--- src/rtl/fourfunc_request_driver_if.sv ---
// Request, engine and response signal bundle for the four-function request driver.
interface fourfunc_request_driver_if #(
    parameter int unsigned F_WIDTH    = 8,
    parameter int unsigned TAG_WIDTH  = 4,
    parameter int unsigned FIFO_DEPTH = 4
);
    localparam int unsigned CNT_W = $clog2(FIFO_DEPTH) + 1;

    // Host request channel
    logic                 req_valid;
    logic                 req_ready;
    logic [1:0]           req_func;
    logic [F_WIDTH-1:0]   req_x;
    logic [TAG_WIDTH-1:0] req_tag;

    // Engine start/busy channel
    logic                 eng_start;
    logic [1:0]           eng_func;
    logic [F_WIDTH-1:0]   eng_x;
    logic                 eng_busy;
    logic [1:0]           eng_ipart;
    logic [F_WIDTH-1:0]   eng_fpart;

    // Host response channel
    logic                 rsp_valid;
    logic                 rsp_ready;
    logic [1:0]           rsp_ipart;
    logic [F_WIDTH-1:0]   rsp_fpart;
    logic [TAG_WIDTH-1:0] rsp_tag;
    logic                 rsp_err;

    logic [CNT_W-1:0]     fifo_count;

    // Driver side
    modport master (
        input  req_valid, req_func, req_x, req_tag,
        output req_ready,
        output eng_start, eng_func, eng_x,
        input  eng_busy, eng_ipart, eng_fpart,
        output rsp_valid, rsp_ipart, rsp_fpart, rsp_tag, rsp_err,
        input  rsp_ready,
        output fifo_count
    );

    // Host and engine side
    modport slave (
        output req_valid, req_func, req_x, req_tag,
        input  req_ready,
        input  eng_start, eng_func, eng_x,
        output eng_busy, eng_ipart, eng_fpart,
        input  rsp_valid, rsp_ipart, rsp_fpart, rsp_tag, rsp_err,
        output rsp_ready,
        input  fifo_count
    );
endinterface

--- src/rtl/fourfunc_request_driver.sv ---
// Buffers tagged requests, runs them one at a time on the Taylor-series engine,
// and returns results (or timeout errors) on a valid/ready response channel.
module fourfunc_request_driver #(
    parameter int unsigned F_WIDTH     = 8,
    parameter int unsigned TAG_WIDTH   = 4,
    parameter int unsigned FIFO_DEPTH  = 4,
    parameter int unsigned INIT_CYCLES = 2,
    parameter int unsigned BUSY_WAIT   = 3,
    parameter int unsigned TIMEOUT     = 63,
    parameter int unsigned TO_WIDTH    = 6
) (
    input logic                      clk,
    input logic                      rst,
    fourfunc_request_driver_if.master bus
);
    localparam int unsigned PTR_W  = (FIFO_DEPTH > 1) ? $clog2(FIFO_DEPTH) : 1;
    localparam int unsigned CNT_W  = $clog2(FIFO_DEPTH) + 1;
    localparam int unsigned INIT_W = (INIT_CYCLES > 1) ? $clog2(INIT_CYCLES) : 1;

    typedef enum logic [2:0] {
        S_INIT, S_IDLE, S_ISSUE, S_WAIT_BUSY, S_WAIT_DONE, S_RESPOND
    } state_e;

    state_e               state_q, state_d;
    logic [INIT_W-1:0]    init_cnt_q, init_cnt_d;
    logic [TO_WIDTH-1:0]  to_cnt_q, to_cnt_d;

    logic [1:0]           mem_func_q [FIFO_DEPTH];
    logic [F_WIDTH-1:0]   mem_x_q    [FIFO_DEPTH];
    logic [TAG_WIDTH-1:0] mem_tag_q  [FIFO_DEPTH];
    logic [PTR_W-1:0]     wr_ptr_q, rd_ptr_q;
    logic [CNT_W-1:0]     count_q, count_d;
    logic                 req_ready_q;
    logic                 push, pop;

    logic                 eng_start_q;
    logic [1:0]           eng_func_q, eng_func_d;
    logic [F_WIDTH-1:0]   eng_x_q, eng_x_d;
    logic                 rsp_valid_q;
    logic [1:0]           rsp_ipart_q, rsp_ipart_d;
    logic [F_WIDTH-1:0]   rsp_fpart_q, rsp_fpart_d;
    logic [TAG_WIDTH-1:0] rsp_tag_q, rsp_tag_d;
    logic                 rsp_err_q, rsp_err_d;

    assign push    = bus.req_valid && req_ready_q;
    assign count_d = count_q + CNT_W'(push) - CNT_W'(pop);

    // Next state, engine operand load and result capture
    always_comb begin
        state_d     = state_q;
        init_cnt_d  = init_cnt_q;
        to_cnt_d    = to_cnt_q;
        pop         = 1'b0;
        eng_func_d  = eng_func_q;
        eng_x_d     = eng_x_q;
        rsp_ipart_d = rsp_ipart_q;
        rsp_fpart_d = rsp_fpart_q;
        rsp_tag_d   = rsp_tag_q;
        rsp_err_d   = rsp_err_q;
        unique case (state_q)
            S_INIT: begin
                if (init_cnt_q == INIT_W'(INIT_CYCLES - 1)) state_d = S_IDLE;
                else init_cnt_d = init_cnt_q + INIT_W'(1);
            end
            S_IDLE: begin
                if ((count_q != '0) && !rsp_valid_q) begin
                    pop        = 1'b1;
                    eng_func_d = mem_func_q[rd_ptr_q];
                    eng_x_d    = mem_x_q[rd_ptr_q];
                    rsp_tag_d  = mem_tag_q[rd_ptr_q];
                    state_d    = S_ISSUE;
                end
            end
            S_ISSUE: begin
                to_cnt_d = '0;
                state_d  = S_WAIT_BUSY;
            end
            S_WAIT_BUSY: begin
                if (bus.eng_busy) begin
                    to_cnt_d = '0;
                    state_d  = S_WAIT_DONE;
                end else if (to_cnt_q == TO_WIDTH'(BUSY_WAIT - 1)) begin
                    rsp_ipart_d = '0;
                    rsp_fpart_d = '0;
                    rsp_err_d   = 1'b1;
                    state_d     = S_RESPOND;
                end else begin
                    to_cnt_d = to_cnt_q + TO_WIDTH'(1);
                end
            end
            S_WAIT_DONE: begin
                if (!bus.eng_busy) begin
                    rsp_ipart_d = bus.eng_ipart;
                    rsp_fpart_d = bus.eng_fpart;
                    rsp_err_d   = 1'b0;
                    state_d     = S_RESPOND;
                end else if (to_cnt_q == TO_WIDTH'(TIMEOUT - 1)) begin
                    rsp_ipart_d = '0;
                    rsp_fpart_d = '0;
                    rsp_err_d   = 1'b1;
                    state_d     = S_RESPOND;
                end else begin
                    to_cnt_d = to_cnt_q + TO_WIDTH'(1);
                end
            end
            S_RESPOND: begin
                if (bus.rsp_ready) state_d = S_IDLE;
            end
            default: state_d = S_INIT;
        endcase
    end

    // State, counters, FIFO pointers and registered outputs
    always_ff @(posedge clk) begin
        if (rst) begin
            state_q     <= S_INIT;
            init_cnt_q  <= '0;
            to_cnt_q    <= '0;
            wr_ptr_q    <= '0;
            rd_ptr_q    <= '0;
            count_q     <= '0;
            req_ready_q <= 1'b1;
            eng_start_q <= 1'b0;
            eng_func_q  <= '0;
            eng_x_q     <= '0;
            rsp_valid_q <= 1'b0;
            rsp_ipart_q <= '0;
            rsp_fpart_q <= '0;
            rsp_tag_q   <= '0;
            rsp_err_q   <= 1'b0;
        end else begin
            state_q     <= state_d;
            init_cnt_q  <= init_cnt_d;
            to_cnt_q    <= to_cnt_d;
            if (push) wr_ptr_q <= wr_ptr_q + PTR_W'(1);
            if (pop)  rd_ptr_q <= rd_ptr_q + PTR_W'(1);
            count_q     <= count_d;
            req_ready_q <= (count_d != CNT_W'(FIFO_DEPTH));
            eng_start_q <= (state_d == S_ISSUE);
            eng_func_q  <= eng_func_d;
            eng_x_q     <= eng_x_d;
            rsp_valid_q <= (state_d == S_RESPOND);
            rsp_ipart_q <= rsp_ipart_d;
            rsp_fpart_q <= rsp_fpart_d;
            rsp_tag_q   <= rsp_tag_d;
            rsp_err_q   <= rsp_err_d;
        end
    end

    // FIFO storage; contents are only meaningful below the occupancy count
    always_ff @(posedge clk) begin
        if (push) begin
            mem_func_q[wr_ptr_q] <= bus.req_func;
            mem_x_q[wr_ptr_q]    <= bus.req_x;
            mem_tag_q[wr_ptr_q]  <= bus.req_tag;
        end
    end

    assign bus.req_ready  = req_ready_q;
    assign bus.eng_start  = eng_start_q;
    assign bus.eng_func   = eng_func_q;
    assign bus.eng_x      = eng_x_q;
    assign bus.rsp_valid  = rsp_valid_q;
    assign bus.rsp_ipart  = rsp_ipart_q;
    assign bus.rsp_fpart  = rsp_fpart_q;
    assign bus.rsp_tag    = rsp_tag_q;
    assign bus.rsp_err    = rsp_err_q;
    assign bus.fifo_count = count_q;
endmodule

--- src/flat_wrapper.sv ---
// flat-port wrapper written by rule: the top's interface ports become plain ports
module fourfunc_request_driver_flat 
#(
    parameter int unsigned F_WIDTH     = 8,
    parameter int unsigned TAG_WIDTH   = 4,
    parameter int unsigned FIFO_DEPTH  = 4,
    parameter int unsigned INIT_CYCLES = 2,
    parameter int unsigned BUSY_WAIT   = 3,
    parameter int unsigned TIMEOUT     = 63,
    parameter int unsigned TO_WIDTH    = 6
)
  (clk, rst, bus_req_valid, bus_req_func, bus_req_x, bus_req_tag, bus_req_ready, bus_eng_start, bus_eng_func, bus_eng_x, bus_eng_busy, bus_eng_ipart, bus_eng_fpart, bus_rsp_valid, bus_rsp_ipart, bus_rsp_fpart, bus_rsp_tag, bus_rsp_err, bus_rsp_ready, bus_fifo_count);
  fourfunc_request_driver_if #(.F_WIDTH(F_WIDTH), .TAG_WIDTH(TAG_WIDTH), .FIFO_DEPTH(FIFO_DEPTH)) bus_i ();
  input logic clk;
  input logic rst;
  input wire logic [$bits(bus_i.req_valid)-1:0] bus_req_valid;
  input wire logic [$bits(bus_i.req_func)-1:0] bus_req_func;
  input wire logic [$bits(bus_i.req_x)-1:0] bus_req_x;
  input wire logic [$bits(bus_i.req_tag)-1:0] bus_req_tag;
  output wire logic [$bits(bus_i.req_ready)-1:0] bus_req_ready;
  output wire logic [$bits(bus_i.eng_start)-1:0] bus_eng_start;
  output wire logic [$bits(bus_i.eng_func)-1:0] bus_eng_func;
  output wire logic [$bits(bus_i.eng_x)-1:0] bus_eng_x;
  input wire logic [$bits(bus_i.eng_busy)-1:0] bus_eng_busy;
  input wire logic [$bits(bus_i.eng_ipart)-1:0] bus_eng_ipart;
  input wire logic [$bits(bus_i.eng_fpart)-1:0] bus_eng_fpart;
  output wire logic [$bits(bus_i.rsp_valid)-1:0] bus_rsp_valid;
  output wire logic [$bits(bus_i.rsp_ipart)-1:0] bus_rsp_ipart;
  output wire logic [$bits(bus_i.rsp_fpart)-1:0] bus_rsp_fpart;
  output wire logic [$bits(bus_i.rsp_tag)-1:0] bus_rsp_tag;
  output wire logic [$bits(bus_i.rsp_err)-1:0] bus_rsp_err;
  input wire logic [$bits(bus_i.rsp_ready)-1:0] bus_rsp_ready;
  output wire logic [$bits(bus_i.fifo_count)-1:0] bus_fifo_count;
  assign bus_i.req_valid = bus_req_valid;
  assign bus_i.req_func = bus_req_func;
  assign bus_i.req_x = bus_req_x;
  assign bus_i.req_tag = bus_req_tag;
  assign bus_req_ready = bus_i.req_ready;
  assign bus_eng_start = bus_i.eng_start;
  assign bus_eng_func = bus_i.eng_func;
  assign bus_eng_x = bus_i.eng_x;
  assign bus_i.eng_busy = bus_eng_busy;
  assign bus_i.eng_ipart = bus_eng_ipart;
  assign bus_i.eng_fpart = bus_eng_fpart;
  assign bus_rsp_valid = bus_i.rsp_valid;
  assign bus_rsp_ipart = bus_i.rsp_ipart;
  assign bus_rsp_fpart = bus_i.rsp_fpart;
  assign bus_rsp_tag = bus_i.rsp_tag;
  assign bus_rsp_err = bus_i.rsp_err;
  assign bus_i.rsp_ready = bus_rsp_ready;
  assign bus_fifo_count = bus_i.fifo_count;
  fourfunc_request_driver #(.F_WIDTH(F_WIDTH), .TAG_WIDTH(TAG_WIDTH), .FIFO_DEPTH(FIFO_DEPTH), .INIT_CYCLES(INIT_CYCLES), .BUSY_WAIT(BUSY_WAIT), .TIMEOUT(TIMEOUT), .TO_WIDTH(TO_WIDTH)) u_core (.clk(clk), .rst(rst), .bus(bus_i));
endmodule
--- config.mk ---
export PLATFORM = sky130hd
export DESIGN_NAME = fourfunc_request_driver_flat
export DESIGN_NICKNAME = d
export VERILOG_FILES = /design/src/rtl/fourfunc_request_driver_if.sv /design/src/rtl/fourfunc_request_driver.sv /design/src/flat_wrapper.sv
export SDC_FILE = /design/constraint.sdc
export NUM_CORES = 1
export LEC_CHECK = 0
export ABC_AREA = 0
export CORE_UTILIZATION = 25
export CTS_BUF_LIST = sky130_fd_sc_hd__clkbuf_8
export DETAILED_ROUTE_END_ITERATION = 10
export DONT_BUFFER_PORTS = 1
export SKIP_CTS_REPAIR_TIMING = 1
export SYNTH_ARGS = -nofsm -noshare
export SYNTH_HDL_FRONTEND = slang
export SYNTH_SLANG_ARGS = --single-unit
--- constraint.sdc ---
create_clock -name clk -period 2.7 [get_ports clk]
set_input_delay 0.54 -clock clk [delete_from_list [all_inputs] [get_ports clk]]
set_output_delay 0.54 -clock clk [all_outputs]
set_load 0.01 [all_outputs]
==> key figures <==
Final layout
  • Most common cell after layout, fill and taps aside: edfxtp_1
  • Syn-to-layout area delta: 10.9%
  • Leading cell types in the layout, fill and taps excluded: edfxtp_1, dfxtp_1, nor2_1, mux2i_1, mux4_2
  • Final #Nets: 323
  • Ant diodes: 0
  • Fill cell count: 1600
  • Share of cells above drive strength 1: 0.155
  • Final Util: 0.285

Clock network
  • H-tree levels: 3
  • TritonCTS Sinks: 101
  • Clock tree root driver cell: clkbuf_8
  • CTS tree: built
  • CTS clk-pin slew, worst paths: 0.10 ns
  • Clock Tree Buf Depth: 2
  • Num CTS Buffers: 9
  • Clk Latency, worst-skew pair: ~0.37 ns

Synthesis
  • Count of cell types in the netlist: between 50 and 60
  • EDFF count, synth: 56
  • Syn. warnings: 0
  • Ys flop type: edfxtp_1
  • Synth Area per Inst: 14.5 um^2
  • Syn Inst Count: 283
  • Mapped Area: 0.00409 mm^2
  • Post-Syn Nets: 321
  • Asr flop ratio synth: 0
  • FF+latch count, synth: 101
  • Sequential area share after synthesis: 0.631

Status
  • Status: completed

Worst setup path
  • Critical path fanouts, max: 4
  • CP peak stage delay: 0.48 ns
  • CP endpoint kind: register
  • WP data required: ~3.0 ns
  • CP Cell Sequence: nor3_1 > nor4b_4 > ha_1 > inv_1 > ha_1 > fa_1 > xnor2_1 > xnor2_1 > nor2_1 > nand2_1
  • Kind of critical path: register to register
  • Critical Path Slowest Stage Cell: nor3_1
  • CP startpoint kind: register
  • CP arrival: 2.68 ns

Power
  • Leakage power: approximately 1.5 nW
  • Clk pwr share: 0.267
  • Pint: 2.77 mW
  • Sequential Power Share: 0.507
  • Sw frac: 0.303
  • PD cells: 875 mW/mm^2
  • Comb power frac: 0.226
  • Net load switching power: 1.20 mW
  • Max VDD drop: 0.202 mV
  • Total Power: 3.97 mW

Global route
  • Global-route wire length before repair: approximately 13 mm
  • Tot GR Track Use: 0.105
  • Antenna violations before repair: 0
  • Grt ovf: 0
  • Pin count of the biggest net entering global routing: 34
  • Number of global-route vias before repair: about 2400

Floorplanning
  • Starting Density: 0.257
  • Die Width: 130 um
  • Die height: 130 um
  • # IOs: 60
  • Die ar.: 0.0169 mm^2
  • FP Rows: 46
  • Core Region: 0.0159 mm^2

Placed design
  • GP Congestion: 0.785
  • DP Worst Slack: 0.265 ns
  • HPWL Detailed: 5.36 mm
  • # port buffers: 0

STA
  • Relative slew margins: 0.413
  • Hold Fails Final Rpt: 0
  • Clk_skew: 0.00990 ns
  • Final slew viol count: 0
  • Min Hold Slack: 0.228 ns
  • Number of setup violations in the final report: 0
  • Final Worst Setup Slack: 0.294 ns
  • RSZ-0062 raised after global routing: false
  • Setup TNS after final layout: 0 ns
  • F_max: a little over 400 MHz
  • Tcrit/Tclk final: 0.891
  • Fin crit period: approximately 2.4 ns
  • Worst-margin pin slew: around 0.88 ns

Flow run
  • Max-Cap Viols: 0

Routing
  • Total wire length: 8.22 mm
  • DRC Markers: 0
  • Antenna-violating nets left: 0
  • WL/cell: 16.2 um
  • DR vias/cell: between 4 and 5
  • Initial DRC count: approximately 150
  • Vias post-DR: 2258
  • DRT Pass-1 Iters: 4

Min path
  • Worst min-delay path category: primary input to register
cell type report:
cell class / instances / area, um^2 / area share
clock buffers: 9 / 124 / 0.0273
clock inverters: 7 / 90.1 / 0.0198
inverters: 11 / 41.3 / 0.00909
multi-input cells: 158 / 1400 / 0.309
flip-flops and latches: 101 / 2580 / 0.569
well taps: 216 / 270 / 0.0595
repair buffers: 4 / 30.0 / 0.00661
cells by family (layout without fill, tap and decap cells):
kind of cell             count (synthesis)  in the layout  share of synthesized area
XOR/XNOR                                 4              4                    0.00856
flip-flops                             101            101                      0.631
AND/OR/NAND/NOR                         66             66                     0.0883
multiplexers                            29             29                      0.114
adder cells (fa/ha/maj)                  9              9                     0.0293
AO/OA/AOI/OAI                           50             50                      0.101
buffers and inverters                   24             31                     0.0287
final timing paths:
check,to,slack [ns],startpoint,depth (start not counted)
max,u_core.bus.req_ready$_SDFF_PP1_,0.29,u_core.bus.fifo_count[1]$_SDFF_PP0_,10
min,u_core.bus.rsp_valid$_SDFF_PP0_,0.23,rst,1
max reg2reg,u_core.bus.req_ready$_SDFF_PP1_,0.29,u_core.bus.fifo_count[1]$_SDFF_PP0_,10
min reg2reg,u_core.init_cnt_q$_SDFFE_PP0P_,0.49,u_core.init_cnt_q$_SDFFE_PP0P_,2
critical path: cells and delay by family (launching register included):
family / cells / cell delay (ns)
adders and majority gates: 3 / 0.84
and+or+nand+nor: 4 / 0.76
DFF: 1 / 0.38
xor gates and xnor gates: 2 / 0.28
buffers and inverters: 1 / 0.04
synthesized netlist by cell type (5+ instances only):
master / number / area [um^2]
edfxtp_1: 56 / 1680
dfxtp_1: 45 / 901
nor2_1: 23 / 86.3
mux2i_1: 15 / 150
mux4_2: 14 / 315
a21oi_1: 11 / 55.1
a22o_1: 11 / 96.3
nand2_1: 11 / 41.3
inv_1: 10 / 37.5
ha_1: 8 / 100
and3_1: 5 / 31.3
nand3_1: 5 / 25.0
o21ai_0: 5 / 25.0
metal layers:
metal	global-route usage	part of all wire	vias up
met3	0.0402	0.060	10
met4	0.0417	0.016	0
met5	0	0	-
li1	-	-	1071
met2	0.181	0.51	47
met1	0.116	0.41	1130
sequential cells by signal (all words and copies together) (netlist names), 4 cells and up:
signal and cells:
u_core.mem_func_q 8, u_core.bus.rsp_tag 4, u_core.bus.eng_x 8, u_core.mem_tag_q 16
u_core.to_cnt_q 6, u_core.bus.rsp_fpart 8, u_core.mem_x_q 32
stage by stage:
stage / area [um^2] / instances
3_3_place_gp: 4330 / 490
2_1_floorplan: 4090 / 283
4_1_cts: 4540 / 506
5_1_grt: 4540 / 506
6_report: 4540 / 506
3_5_place_dp: 4330 / 490
power by group through the flow:
stage	logic (mW)	registers (mW)	clock network, mW
floorplan	0.777	1.99	0
global placement	0.894	2.05	0
detailed placement	0.916	2.06	0
CTS	0.922	2.02	1.10
global route	1.01	2.05	1.16
finish	0.899	2.01	1.06
Power figures use the tool's default switching activity.
==> edit (same settings) <==
Re-encode `state_e` (6 states) as one-hot, 6 bits wide.
--- a/src/rtl/fourfunc_request_driver.sv
+++ b/src/rtl/fourfunc_request_driver.sv
@@ -17,8 +17,8 @@
     localparam int unsigned CNT_W  = $clog2(FIFO_DEPTH) + 1;
     localparam int unsigned INIT_W = (INIT_CYCLES > 1) ? $clog2(INIT_CYCLES) : 1;
 
-    typedef enum logic [2:0] {
-        S_INIT, S_IDLE, S_ISSUE, S_WAIT_BUSY, S_WAIT_DONE, S_RESPOND
+    typedef enum logic [5:0] {
+        S_INIT = 6'b000001, S_IDLE = 6'b000010, S_ISSUE = 6'b000100, S_WAIT_BUSY = 6'b001000, S_WAIT_DONE = 6'b010000, S_RESPOND = 6'b100000
     } state_e;
 
     state_e               state_q, state_d;
Function: same outputs for any inputs over 10 cycles, from zero or initial values and one cycle with rst high; not proved beyond that.
==> edit against the original RTL <==
Hold slack got worse by 0.00079 ns; design area rose by 2.5%; synthesized area rose by 1.2%; wire length is 0.85% higher; largest cell class unchanged; worst setup slack worse by 0.070 ns; sequential cell count rose by 3.
Power is not compared: it rests on default switching activity, and its combinational part moved more than twofold at a synthesized area within 25%.
==> edit: results <==
[outcome]
outcome = "completed"

[synth]
muxShareOfSynthArea_pct = 11.0
syn-num-nets = 332
synth_compound_area_share_pct = 8.33
yosys.cell_types.count = 50
ys_top_cells_by_area = "edfxtp_1, dfxtp_1, mux4_2, mux2i_1, ha_1"
synth-xor-area-share_pct = 1.48
yosysSeqAreaShare_pct = 63.8
synth_fa_ha_area_share_pct = 2.90
synthTopCellsByCount = "edfxtp_1, dfxtp_1, nor2_1, mux2i_1, mux4_2"
syn_inst = 294
async_flop_share_pct = 0

[finish]
nets = 340
num_antenna_cells = 0
area_delta_synth_final_pct = 12.3
n_fill_cell = 1592
final_cell_count_no_fill = 523
drive_above_1_share_pct = 17.9

[drt]
drt_iter0_markers = 89
viasPerCell = 4.44
wire_per_inst_um = 15.8

[placed_design]
placedInstanceArea_mm2 = 0.00443
dp_cells = 507
post-place-ws_ns = 0.175
place_congestion = 0.800
dp_hpwl_um = 5490

[grt]
track_usage_pct = 10.3
grt_pass1_wl_um = 12600
grt_pass1_vias = 2311
grt_max_degree = 35

[setup_path]
critical-path-max-stage-delay_ns = 0.41
cp_data_arrival_time_ns = 2.74
crit_path_start = "u_core.state_q[3]"
cp_slowest_cell = "or3b_4"
cp_max_fo = 8
crit_family = "simple AND/OR/NAND/NOR gates"
reg2reg_to = "u_core.bus.req_ready"

[power_and_ir_drop]
leakagePower_nw = 1.54

[sta]
tightestPinTransition_ns = 0.799
whs_ns = 0.228
skew_ns = 0.00895
post-route-period-util_pct = 91.7

[worst_hold_path]
min_to = "u_core.bus.eng_start"
[edit: power breakdown]
group | switching, mW | total (mW) | leakage [nW] | internal [mW]
Sequential | 0.0701 | 1.87 | 0.904 | 1.80
Clock | 0.554 | 0.993 | 0.102 | 0.440
Combinational | 0.195 | 0.372 | 0.536 | 0.176
[edit: cell type report]
type,count,share of cell area (%)
inverter,11,0.887
multi-input combinational,168,30.8
tap,216,5.81
sequential,104,56.9
clock inverter,7,1.64
timing repair buffer,8,1.29
clock buffer,9,2.66
[edit: logic make-up (layout without fill, tap and decap cells)]
logic type / Yosys count / in the layout
AOI/OAI and AO/OA: 47 / 47
muxes: 28 / 28
xor gates and xnor gates: 7 / 7
DFF: 104 / 104
adders and majority gates: 9 / 9
buffers and inverters: 22 / 35
and+or+nand+nor: 77 / 77
[edit: layer usage]
layer	vias to the layer above	global-route usage, %	routed length, um
met5	-	0	0
met1	1146	11.1	3230
met2	47	17.9	4340
li1	1114	-	-
met3	14	3.50	539
met4	0	5.48	187
